File: src/rtl/screen_scan.sv
// screen_scan: 640x480@60 VGA raster generator that fetches Hack screen words
// and serialises them into a centred 512x256 window with a coloured border.
module screen_scan #(
    parameter int unsigned PIX_DIV = 2,
    parameter logic [11:0] BORDER  = 12'h222
) (
    input  logic        iCLK,
    input  logic        iRST_n,
    output logic [12:0] oSCR_ADDR,
    input  logic [15:0] iSCR,
    output logic        oVGA_HS_n,
    output logic        oVGA_VS_n,
    output logic [3:0]  oVGA_R,
    output logic [3:0]  oVGA_G,
    output logic [3:0]  oVGA_B,
    output logic        oDE,
    output logic        oFRAME
);

    localparam int unsigned DIV_W  = (PIX_DIV > 1) ? $clog2(PIX_DIV) : 1;
    localparam int unsigned H_W    = 10;
    localparam int unsigned V_W    = 10;
    localparam int unsigned WORD_W = 16;
    localparam int unsigned RGB_W  = 12;

    localparam logic [H_W-1:0] H_LAST     = 10'd799;
    localparam logic [V_W-1:0] V_LAST     = 10'd524;
    localparam logic [H_W-1:0] H_VIS_END  = 10'd640;
    localparam logic [V_W-1:0] V_VIS_END  = 10'd480;
    localparam logic [H_W-1:0] H_SYNC_ON  = 10'd656;
    localparam logic [H_W-1:0] H_SYNC_OFF = 10'd751;
    localparam logic [V_W-1:0] V_SYNC_ON  = 10'd490;
    localparam logic [V_W-1:0] V_SYNC_OFF = 10'd491;
    localparam logic [H_W-1:0] WIN_X0     = 10'd64;
    localparam logic [H_W-1:0] WIN_X1     = 10'd575;
    localparam logic [V_W-1:0] WIN_Y0     = 10'd112;
    localparam logic [V_W-1:0] WIN_Y1     = 10'd367;
    // Fetch fires one pixel before each word's first pixel, load on it.
    localparam logic [H_W-1:0] FETCH_FIRST = 10'd62;
    localparam logic [H_W-1:0] FETCH_LAST  = 10'd558;
    localparam logic [H_W-1:0] LOAD_FIRST  = 10'd63;
    localparam logic [H_W-1:0] LOAD_LAST   = 10'd559;
    localparam logic [H_W-1:0] SHIFT_LAST  = 10'd574;

    localparam logic [RGB_W-1:0] RGB_BLACK = 12'h000;
    localparam logic [RGB_W-1:0] RGB_WHITE = 12'hFFF;

    logic [DIV_W-1:0]  divCnt;
    logic [H_W-1:0]    hCnt;
    logic [V_W-1:0]    vCnt;
    logic [WORD_W-1:0] shiftReg;

    logic              pixTick;
    logic              lineEnd;
    logic              frameEnd;
    logic              vInWin;
    logic              hInWin;
    logic              hVis;
    logic              vVis;
    logic [8:0]        hFetchOfs;
    logic [3:0]        hLoadOfs;
    logic [7:0]        vRow;
    logic              fetchHit;
    logic              loadHit;
    logic              shiftHit;
    logic [RGB_W-1:0]  pixColour;

    // Tick, wrap, window and fetch/load decode from the current counters.
    assign pixTick   = (divCnt == DIV_W'(PIX_DIV - 1));
    assign lineEnd   = (hCnt == H_LAST);
    assign frameEnd  = lineEnd && (vCnt == V_LAST);
    assign vInWin    = (vCnt >= WIN_Y0) && (vCnt <= WIN_Y1);
    assign hInWin    = (hCnt >= WIN_X0) && (hCnt <= WIN_X1);
    assign hVis      = (hCnt < H_VIS_END);
    assign vVis      = (vCnt < V_VIS_END);
    assign hFetchOfs = 9'(hCnt - FETCH_FIRST);
    assign hLoadOfs  = 4'(hCnt - LOAD_FIRST);
    assign vRow      = 8'(vCnt - WIN_Y0);
    assign fetchHit  = vInWin && (hCnt >= FETCH_FIRST) && (hCnt <= FETCH_LAST)
                       && (hFetchOfs[3:0] == 4'd0);
    assign loadHit   = (hCnt >= LOAD_FIRST) && (hCnt <= LOAD_LAST) && (hLoadOfs == 4'd0);
    assign shiftHit  = vInWin && (hCnt >= LOAD_FIRST) && (hCnt <= SHIFT_LAST);

    // Pixel colour for the position currently held in the counters.
    always_comb begin
        pixColour = RGB_BLACK;
        if (hVis && vVis) begin
            if (hInWin && vInWin) begin
                pixColour = shiftReg[0] ? RGB_BLACK : RGB_WHITE;
            end else begin
                pixColour = BORDER;
            end
        end
    end

    // Pixel-rate divider.
    always_ff @(posedge iCLK or negedge iRST_n) begin
        if (!iRST_n) begin
            divCnt <= '0;
        end else if (pixTick) begin
            divCnt <= '0;
        end else begin
            divCnt <= divCnt + 1'b1;
        end
    end

    // Horizontal and vertical raster counters.
    always_ff @(posedge iCLK or negedge iRST_n) begin
        if (!iRST_n) begin
            hCnt <= '0;
            vCnt <= '0;
        end else if (pixTick) begin
            if (lineEnd) begin
                hCnt <= '0;
                vCnt <= (vCnt == V_LAST) ? '0 : vCnt + 1'b1;
            end else begin
                hCnt <= hCnt + 1'b1;
            end
        end
    end

    // Screen word address, issued one pixel ahead of the word's first pixel.
    always_ff @(posedge iCLK or negedge iRST_n) begin
        if (!iRST_n) begin
            oSCR_ADDR <= '0;
        end else if (pixTick && fetchHit) begin
            oSCR_ADDR <= {vRow, hFetchOfs[8:4]};
        end
    end

    // Pixel shifter: a load at a word boundary wins over the shift.
    always_ff @(posedge iCLK or negedge iRST_n) begin
        if (!iRST_n) begin
            shiftReg <= '0;
        end else if (pixTick) begin
            if (loadHit) begin
                shiftReg <= iSCR;
            end else if (shiftHit) begin
                shiftReg <= {1'b0, shiftReg[WORD_W-1:1]};
            end
        end
    end

    // One-pixel output pipeline shared by sync, enable and colour.
    always_ff @(posedge iCLK or negedge iRST_n) begin
        if (!iRST_n) begin
            oVGA_HS_n <= 1'b1;
            oVGA_VS_n <= 1'b1;
            oDE       <= 1'b0;
            oVGA_R    <= '0;
            oVGA_G    <= '0;
            oVGA_B    <= '0;
        end else if (pixTick) begin
            oVGA_HS_n <= !((hCnt >= H_SYNC_ON) && (hCnt <= H_SYNC_OFF));
            oVGA_VS_n <= !((vCnt >= V_SYNC_ON) && (vCnt <= V_SYNC_OFF));
            oDE       <= hVis && vVis;
            oVGA_R    <= pixColour[11:8];
            oVGA_G    <= pixColour[7:4];
            oVGA_B    <= pixColour[3:0];
        end
    end

    // Single-iCLK frame-start strobe following the wrap to (0,0).
    always_ff @(posedge iCLK or negedge iRST_n) begin
        if (!iRST_n) begin
            oFRAME <= 1'b0;
        end else begin
            oFRAME <= pixTick && frameEnd;
        end
    end

endmodule

File: config.mk
export PLATFORM = sky130hd
export DESIGN_NAME = screen_scan
export DESIGN_NICKNAME = d
export VERILOG_FILES = /design/src/rtl/screen_scan.sv
export SDC_FILE = /design/constraint.sdc
export NUM_CORES = 1
export LEC_CHECK = 0
export ABC_AREA = 1
export BUFFER_PORTS_ARGS = -buffer_cell sky130_fd_sc_hd__buf_2
export CORE_MARGIN = 2
export CORE_UTILIZATION = 57
export DETAILED_ROUTE_END_ITERATION = 8
export GPL_TIMING_DRIVEN = 0
export PLACE_DENSITY = 0.86
export SLEW_MARGIN = 30
export SYNTH_ARGS = -nofsm -noshare
export SYNTH_HDL_FRONTEND = slang
export SYNTH_SLANG_ARGS = --single-unit
File: constraint.sdc
create_clock -name iCLK -period 2.7 [get_ports iCLK]
set_clock_uncertainty 0.15 [all_clocks]
set_input_delay 0 -clock iCLK [delete_from_list [all_inputs] [get_ports iCLK]]
set_output_delay 0 -clock iCLK [all_outputs]
set_load 0.005 [all_outputs]
# Yosys cells after proc, flatten, opt, wreduce, memory -nomap -nowiden

Cells that the tools add are included.

$add $sub $neg: 6
Magnitude comparators: 15
Equal/unequal tests: 2
Muxes and demuxes: 8
Reduce and logical (&&, ||, !) cells: 23

Operators by type and width:

| operator              | count |
|---|---|
| $le 10x10->1 const B  | 5 |
| $mux 12               | 3 |
| $mux 16               | 2 |
| $add 10x1->10 const B | 2 |
| $eq 10x10->1 const B  | 2 |
| $ge 10x6->1 const B   | 2 |
| $ge 10x7->1 const B   | 2 |
| $le 10x9->1 const B   | 2 |
| $mux 10               | 2 |
| $logic_and 1x1->1     | 16 |
| $ge 10x10->1 const B  | 1 |
| $ge 10x9->1 const B   | 1 |
| $lt 10x10->1 const B  | 1 |
| $lt 10x9->1 const B   | 1 |
| $sub 9x6->9 const B   | 1 |
| $logic_not 4->1       | 2 |
| $sub 8x7->8 const B   | 1 |
| $reduce_and 2->1      | 2 |
| $sub 4x4->4 const B   | 1 |
| $logic_not 1->1       | 2 |
| $reduce_bool 2->1     | 1 |
| $add 1x1->1 const B   | 1 |
| $mux 1                | 1 |

Register bits: 66
Input bits: 18
Output and inout port bits: 29

# Depth between registers and ports, before layout

Gate-level depths: netlist of run 1.

Depth in word-level cells: 6
Gate-level depth with buffers: 14

# Worst setup path after synthesis of run 1

OpenSTA, ideal clock, no wires.

Path kind: register to register
From: register hCnt[0]
To: register shiftReg[5]
Library setup time: 117 ps
Arrival: 1627 ps
Required time: 2433 ps
Path slack: 806 ps
Stages on the path, launching flop included: 11
Clock period less this slack: 1894 ps
Path through: dfrtp_1 -> ha_1 -> xnor2_1 -> nand2_1 -> nor2_4 -> nand3_4 -> nand2_4 -> nand2_4 -> buf_6 -> nand2_1 -> nand2_1

Word-level cells in the longest chain between the ends: 5

Ends and longest elaborated chain:

| item                                        | RTL line | text |
|---|---|---|
| start, declared                             | 49       | `logic [H_W-1:0] hCnt;` |
| start signal, assigned                      | 117      | `hCnt <= hCnt + 1'b1;` |
| $ge 10x6->1 (tied with other cells)         | 81, 82   |  |
| $logic_and 1x1->1 (tied with other cells)   | 81       | `assign loadHit = (hCnt >= LOAD_FIRST) && (hCnt <= LOAD_LAST) && (hLoadOfs == 4'd0);` |
| $logic_and 1x1->1, on equally long branches | 81, 82   |  |
| $reduce_bool 2->1 (no source line)          | -        |  |
| $reduce_and 2->1 (no source line)           | -        |  |
| end signal, assigned                        | 137      | `shiftReg <= iSCR;` |
| end signal, assigned                        | 139      | `shiftReg <= {1'b0, shiftReg[WORD_W-1:1]};` |
| end, declared                               | 51       | `logic [WORD_W-1:0] shiftReg;` |

Parallel ways exist; a longest one is shown, timed or not.
A chain may end at the register's enable or synchronous reset.

# Worst setup path in the final report of run 1

From: register vCnt[0]
To: register oSCR_ADDR[3]

Word-level cells in the longest chain between the ends: 6

Ends and longest elaborated chain:

| item                                              | RTL line | text |
|---|---|---|
| start, declared                                   | 50       | `logic [V_W-1:0] vCnt;` |
| start signal, assigned                            | 115      | `vCnt <= (vCnt == V_LAST) ? '0 : vCnt + 1'b1;` |
| $ge 10x7->1 / $le 10x9->1 (equally long branches) | 72       | `assign vInWin = (vCnt >= WIN_Y0) && (vCnt <= WIN_Y1);` |
| $logic_and 1x1->1 (*)                             | 72       |  |
| $logic_and 1x1->1 (*) (2 in a row)                | 79       | `assign fetchHit = vInWin && (hCnt >= FETCH_FIRST) && (hCnt <= FETCH_LAST)` |
| $logic_and 1x1->1 (*)                             | 80       | `&& (hFetchOfs[3:0] == 4'd0);` |
| $logic_and 1x1->1 (*)                             | 126      | `end else if (pixTick && fetchHit) begin` |
| end signal, assigned                              | 127      | `oSCR_ADDR <= {vRow, hFetchOfs[8:4]};` |
| end, declared                                     | 9        | `output logic [12:0] oSCR_ADDR,` |

Mark *: on every way between the ends. The rest lies on a longest branch, timed or not.

==> flow_summary.json, run 1 <==
{
  "grt_first_pass_wirelength_um": 13650,
  "grt_pass1_vias": 3092,
  "wire_per_inst_um": 13.41,
  "utilization": 0.6860,
  "async_reset_ff_frac": 1.000,
  "firstDrtPassIters": 5,
  "nFillCells": 502,
  "arrival_ns": 2.33,
  "startpoint_type": "register",
  "rows": 28,
  "post_drt_via_cell_ratio": 5.480,
  "path_buf_inv": 3,
  "antenna_found_initial": 0,
  "max_freq_mhz": 441.8,
  "antenna_cells": 0,
  "layout_common_cells": "139 x nand2_1, 54 x dfrtp_1, 52 x buf_2",
  "post_synth.cell_area_avg_um2": 7.750,
  "fin_crit_ns": 2.264,
  "layout-drive-gt1-share": 0.2235,
  "fin_area_mm2": 0.004061,
  "worstRegToRegCells": 14,
  "die_y_um": 82.05,
  "path_common_cell": "nand2_1",
  "tns_ns": 0,
  "synth_seq_cells": 56,
  "ir_worst_vdd_mv": 0.2176,
  "slowest_stage": "dfrtp_1",
  "endpoint_kind": "register",
  "status": "completed",
  "placed_cell_area_mm2": 0.003799,
  "seq_area_mm2": 0.001404,
  "synth_flop_cell": "dfrtp_1",
  "clk_latency_ns": 0.31,
  "cts_sinks": 56,
  "cts_setup_buffers": 0,
  "yosysWarningCount": 0,
  "drv_slew": 0,
  "cts_resized": 0,
  "numPortBuffers": 46,
  "syn_to_final_growth_pct": 16.97,
  "drc": 0,
  "h-tree-depth": 2,
  "cts_tree": "built",
  "dpl_worst_slack_ns": 0.5042,
  "die_area_mm2": 0.006731,
  "min_path_type": "input pin to asynchronous set/reset pin",
  "synthesis.nets": 477,
  "ant_nets": 0,
  "whs_ns": 0.1184,
  "multi_input_area_mm2": 0.001748,
  "ys_seq_area_frac": 0.4043,
  "cts_made_buffers": 5,
  "num_io_pins": 47,
  "grt_start_max_net_pins": 57,
  "place_congestion": 0.9343,
  "critPathTopFamily": "simple AND/OR/NAND/NOR gates",
  "drt_iter0_drc": 270,
  "finalCritPeriodShare": 0.8383,
  "hold_viol_final": 0,
  "yosysUniqueCellTypes": 38,
  "drv_cap": 0,
  "crit_path_max_incr_delay_ns": 0.46,
  "clkTransAtPathRegs_ns": 0.11,
  "powerDensity_mw_per_mm2": 333.4,
  "rsz0062_at_grt": "false",
  "rr_startpoint": "vCnt[0]",
  "setup_slack_ns": 0.4365,
  "setup_viol": 0,
  "grt-ovfl-total": 0,
  "initial_utilization": 0.5864,
  "core_mm2": 0.005921,
  "dp_hpwl_um": 5758,
  "syn_inst": 448,
  "syn_area_mm2": 0.003472,
  "layout_commonest_cell": "nand2_1",
  "vias": 3255,
  "cp.required_ns": 2.76,
  "max_slew_margin": 0.5263,
  "crit_type": "register to register",
  "critPathMaxFanout": 10,
  "nets": 547,
  "worst-path-stages": 14,
  "grt_usage": 0.2616,
  "cts_root_buffer": "clkbuf_8",
  "r2r-end": "oSCR_ADDR[3]",
  "cts_buffer_depth": 2,
  "wl_um": 7965,
  "synth_edf_count": 0,
  "die_x_um": 82.05,
  "tightest_slew_ns": 0.7105,
  "p_leak_nw": 2.044,
  "path_cells": "inv_1 -> ha_1 -> nand2_1 -> inv_1 -> nand2_1 -> nand2_1 -> nand2_1 -> nand2_1 -> nand2_1 -> nor2_2 -> nand2_4 -> buf_6 -> nand2_1 -> o21ai_2",
  "r2r_slack_ns": 0.44
}
==> cell usage after synthesis (2+ instances only) <==
| master | number | area (µm²) |
|---|---|---|
| a211oi_1 | 2 | 15.01 |
| a21oi_1 | 8 | 40.04 |
| buf_2 | 7 | 35.03 |
| buf_4 | 12 | 90.09 |
| buf_6 | 4 | 45.04 |
| clkbuf_1 | 3 | 11.26 |
| dfrtp_1 | 54 | 1351 |
| dfstp_2 | 2 | 52.55 |
| ha_1 | 11 | 137.6 |
| inv_1 | 30 | 112.6 |
| inv_2 | 6 | 22.52 |
| nand2_1 | 139 | 521.8 |
| nand2_2 | 3 | 18.77 |
| nand2_4 | 4 | 45.04 |
| nand3_1 | 40 | 200.2 |
| nand4_1 | 22 | 137.6 |
| nor2_1 | 29 | 108.9 |
| nor2_2 | 5 | 31.28 |
| nor2_4 | 3 | 33.78 |
| nor3_1 | 12 | 60.06 |
| o21ai_0 | 16 | 80.08 |
| o21ai_1 | 2 | 10.01 |
| o21ai_2 | 12 | 105.1 |
| xnor2_1 | 2 | 17.52 |
| xor2_1 | 7 | 61.31 |
==> timing repair <==
item | 4_1_cts | 5_1_grt
hold endpoints to repair | 70 | 0
hold buffers | 17 | 0
setup endpoints to repair | 0 | 0
==> metal layers <==
layer	wire, µm	GRT usage	up-vias
met5	0	0	-
met4	156	0.09500	0
met3	486	0.04066	13
met2	3715	0.4260	125
met1	3608	0.3536	1516
li1	-	-	1601
==> stage by stage <==
step                total power [W]  cells
floorplan                 0.0008549    448
global placement          0.0008829    569
detailed placement        0.0008840    569
CTS                        0.001365    594
global route               0.001399    594
finish                     0.001354    594
==> worst max-delay path by stage <==
stage,endpoint,slack (ns),startpoint
finish,oSCR_ADDR[3],0.44,vCnt[0]
global placement,oSCR_ADDR[9],0.54,vCnt[0]
global route,oSCR_ADDR[4],0.27,vCnt[0]
CTS,oSCR_ADDR[3],0.47,vCnt[0]
floorplan,shiftReg[5],0.81,hCnt[0]
detailed placement,oSCR_ADDR[3],0.50,vCnt[0]
==> state kept, by name, indices dropped and copies added (netlist names) <==
register	cells
divCnt	1
hCnt	10
oDE	1
oFRAME	1
oSCR_ADDR	13
oVGA_HS_n	1
oVGA_R	2
oVGA_VS_n	1
shiftReg	16
vCnt	10
==> layout make-up <==
| type | instances | area share |
|---|---|---|
| Multi-Input combinational cell | 329 | 0.4304 |
| Sequential cell | 56 | 0.3457 |
| Timing Repair Buffer | 63 | 0.09920 |
| Buffer | 27 | 0.04559 |
| Inverter | 36 | 0.03327 |
| Tap cell | 75 | 0.02311 |
| Clock buffer | 5 | 0.01694 |
| Clock inverter | 3 | 0.005853 |
==> logic make-up (layout without fill, tap and decap cells) <==
kind of cell               Yosys count  in the layout  synth area share
AOI/OAI and AO/OA                   46             46           0.08901
xor gates and xnor gates             9              9           0.02270
muxes                                1              1          0.002883
buffers and inverters               63            134           0.09225
adders and majority gates           11             11           0.03964
DFF                                 56             56            0.4043
and+or+nand+nor                    262            262            0.3492
==> report_power, final <==
part / leakage, nW / switching, W / total [W] / internal (W)
Clock: 0.0404 / 0.000284 / 0.000469 / 0.000184
Combinational: 1.34 / 0.0000224 / 0.0000473 / 0.0000249
Sequential: 0.667 / 0 / 0.000838 / 0.000838
Total: 2.04 / 0.000307 / 0.00135 / 0.00105
(Power assumes the default switching activity.)
==> run 2, diff against run 1 <==
--- a/config.mk
+++ b/config.mk
@@ -8,10 +8,10 @@
 export ABC_AREA = 1
 export BUFFER_PORTS_ARGS = -buffer_cell sky130_fd_sc_hd__buf_2
 export CORE_MARGIN = 2
-export CORE_UTILIZATION = 57
+export CORE_UTILIZATION = 52
 export DETAILED_ROUTE_END_ITERATION = 8
 export GPL_TIMING_DRIVEN = 0
-export PLACE_DENSITY = 0.86
+export PLACE_DENSITY = 0.83
 export SLEW_MARGIN = 30
 export SYNTH_ARGS = -nofsm -noshare
 export SYNTH_HDL_FRONTEND = slang
==> constraint.sdc (replaced) <==
create_clock -name iCLK -period 1.9 [get_ports iCLK]
set_clock_uncertainty 0.15 [all_clocks]
set_input_delay 0 -clock iCLK [delete_from_list [all_inputs] [get_ports iCLK]]
set_output_delay 0 -clock iCLK [all_outputs]
set_load 0.005 [all_outputs]
==> run 2 against run 1 <==
The run now ends with negative setup slack left. Fmax increased by 11%. Critical path depth decreased by 2. Power increased by 52%. Clock-buffer cell count unchanged. Critical endpoint is now shiftReg[12]. Highest routed layer unchanged. Combinational power increased by 41%. Sequential power increased by 42%.
==> flow_summary.json, run 2 (same netlist as run 1, synthesis figures left out) <==
{
  "failed_checks": "negative setup slack",
  "path_common_cell": "nand2_2",
  "status": "finished, violations left",
  "drc": 0,
  "nets": 580,
  "clkTransAtPathRegs_ns": 0.10,
  "crit_path_max_incr_delay_ns": 0.47,
  "core_mm2": 0.006386,
  "setup_slack_ns": -0.1328,
  "wire_per_inst_um": 15.46,
  "finalCritPeriodShare": 1.070,
  "largest_reg_flops": 16,
  "syn_to_final_growth_pct": 36.11,
  "layout_commonest_cell": "nand2_1",
  "whs_ns": 0.1212,
  "crit_path_start": "vCnt[4]",
  "instances_no_fill": 629,
  "rsz0062_at_grt": "true",
  "endpoint_kind": "register",
  "layout_common_cells": "104 x nand2_1, 49 x buf_2, 44 x dfrtp_1",
  "tightest_slew_ns": 0.6995,
  "max_slew_margin": 0.5337,
  "fin_crit_ns": 2.033,
  "cts_sinks": 56,
  "grt_usage": 0.2405,
  "num_io_pins": 47,
  "max_freq_mhz": 491.9,
  "power_w": 0.002062,
  "drt_iter0_drc": 330,
  "place_congestion": 0.9034,
  "critPathMaxFanout": 7,
  "ir_worst_vdd_mv": 0.3311,
  "cts_made_buffers": 5,
  "numPortBuffers": 46,
  "drv_slew": 0,
  "die_y_um": 85.72,
  "antenna_cells": 0,
  "grt_start_max_net_pins": 57,
  "post_drt_via_cell_ratio": 5.634,
  "tns_ns": -2.457,
  "rr_startpoint": "vCnt[4]",
  "crit_end": "shiftReg[12]",
  "crit_type": "register to register",
  "grt_first_pass_wirelength_um": 14310,
  "hold_viol_final": 0,
  "cts_tree": "built",
  "firstDrtPassIters": 5,
  "min_path_type": "input pin to asynchronous set/reset pin",
  "grt-ovfl-total": 0,
  "cts_buffer_depth": 2,
  "r2r-end": "shiftReg[12]",
  "p_leak_nw": 2.248,
  "largest_registers": "shiftReg x16, oSCR_ADDR x13",
  "rows": 29,
  "clk_latency_ns": 0.32,
  "slowest_stage": "dfrtp_2",
  "setup_viol": 30,
  "cts_root_buffer": "clkbuf_8",
  "initial_utilization": 0.5437,
  "cp.required_ns": 1.96,
  "die_x_um": 85.72,
  "path_cells": "inv_2 -> ha_4 -> inv_2 -> nor2_2 -> nand3_2 -> nand2_2 -> nand4_1 -> nand2_4 -> nand2_8 -> buf_6 -> nand2_2 -> nand2_2",
  "h-tree-depth": 2,
  "die_area_mm2": 0.007347,
  "wl_um": 9727,
  "regMostFlops": "shiftReg",
  "nFillCells": 444,
  "startpoint_type": "register",
  "drv_cap": 0,
  "powerDensity_mw_per_mm2": 436.4,
  "vias": 3544,
  "arrival_ns": 2.10,
  "ant_nets": 0,
  "r2r_slack_ns": -0.13,
  "utilization": 0.7400,
  "worstRegToRegCells": 12,
  "dp_cells": 571,
  "grt_pass1_vias": 3068,
  "dp_hpwl_um": 5804,
  "antenna_found_initial": 0,
  "layout-drive-gt1-share": 0.4203
}
## run 2: cell types whose count changed in the layout (fill, tap and decap cells not counted), sizes merged
cell / before / now
bufinv: 0 / 1
clkbuf: 8 / 9
clkinvlp: 2 / 1
buf: 70 / 102
## run 2: worst min-delay path by stage
| stage | start | end | slack, ns | depth (start not counted) |
|---|---|---|---|---|
| after floorplan | iRST_n | divCnt | -0.45 | 0 |
| after global placement | iSCR[15] | shiftReg[15] | 0.1 | 3 |
| after detailed placement | iRST_n | vCnt[7] | -0.04 | 1 |
| after CTS | iRST_n | vCnt[7] | 0.16 | 2 |
| after global routing | iRST_n | vCnt[4] | 0.20 | 2 |
| final | iRST_n | shiftReg[13] | 0.12 | 2 |
## run 2: timing repair
item | CTS | global route
setup buffers | 17 | 16
gates resized for setup | 52 | 67
endpoints found under the hold margin | 70 | 0
cloned | 2 | 0
pin swaps | 14 | 19
endpoints found under the setup margin | 42 | 42
hold buffers | 17 | 0
## run 2: stage by stage
step	area, µm²	worst slack (ns)
detailed placement	3801	-0.3244
global placement	3799	-0.2883
global route	4726	-0.1951
CTS	4384	-0.04372
floorplan	3472	0.006157
finish	4726	-0.1328
## run 2: critical path, delay by kind of cell, from the launching register on
| kind | cells | cell delay, ns |
|---|---|---|
| buffers and inverters | 3 | 0.30 |
| DFF | 1 | 0.47 |
| adders and majority gates | 1 | 0.15 |
| and+or+nand+nor | 8 | 0.84 |
## run 2: where the power goes
group | switching, W | internal (W)
combinational | 0.0000312 | 0.0000353
sequential | 0 | 0.00119
clock | 0.000414 | 0.000391
## run 2: layout make-up
type	count	area [µm²]	share of cell area
timing repair buffer	98	688.2	0.1456
sequential	56	1416	0.2997
multi-input combinational	329	2077	0.4395
buffer	25	193.9	0.04104
clock buffer	5	68.82	0.01456
tap	77	96.34	0.02039
clock inverter	3	42.54	0.009002
inverter	36	142.6	0.03018
## run 2: layer usage
metal	GRT usage	share of wire	up-vias
li1	-	-	1674
met1	0.3302	0.42	1675
met2	0.3991	0.49	164
met3	0.03561	0.067	31
met4	0.06494	0.027	0
met5	0	0	-
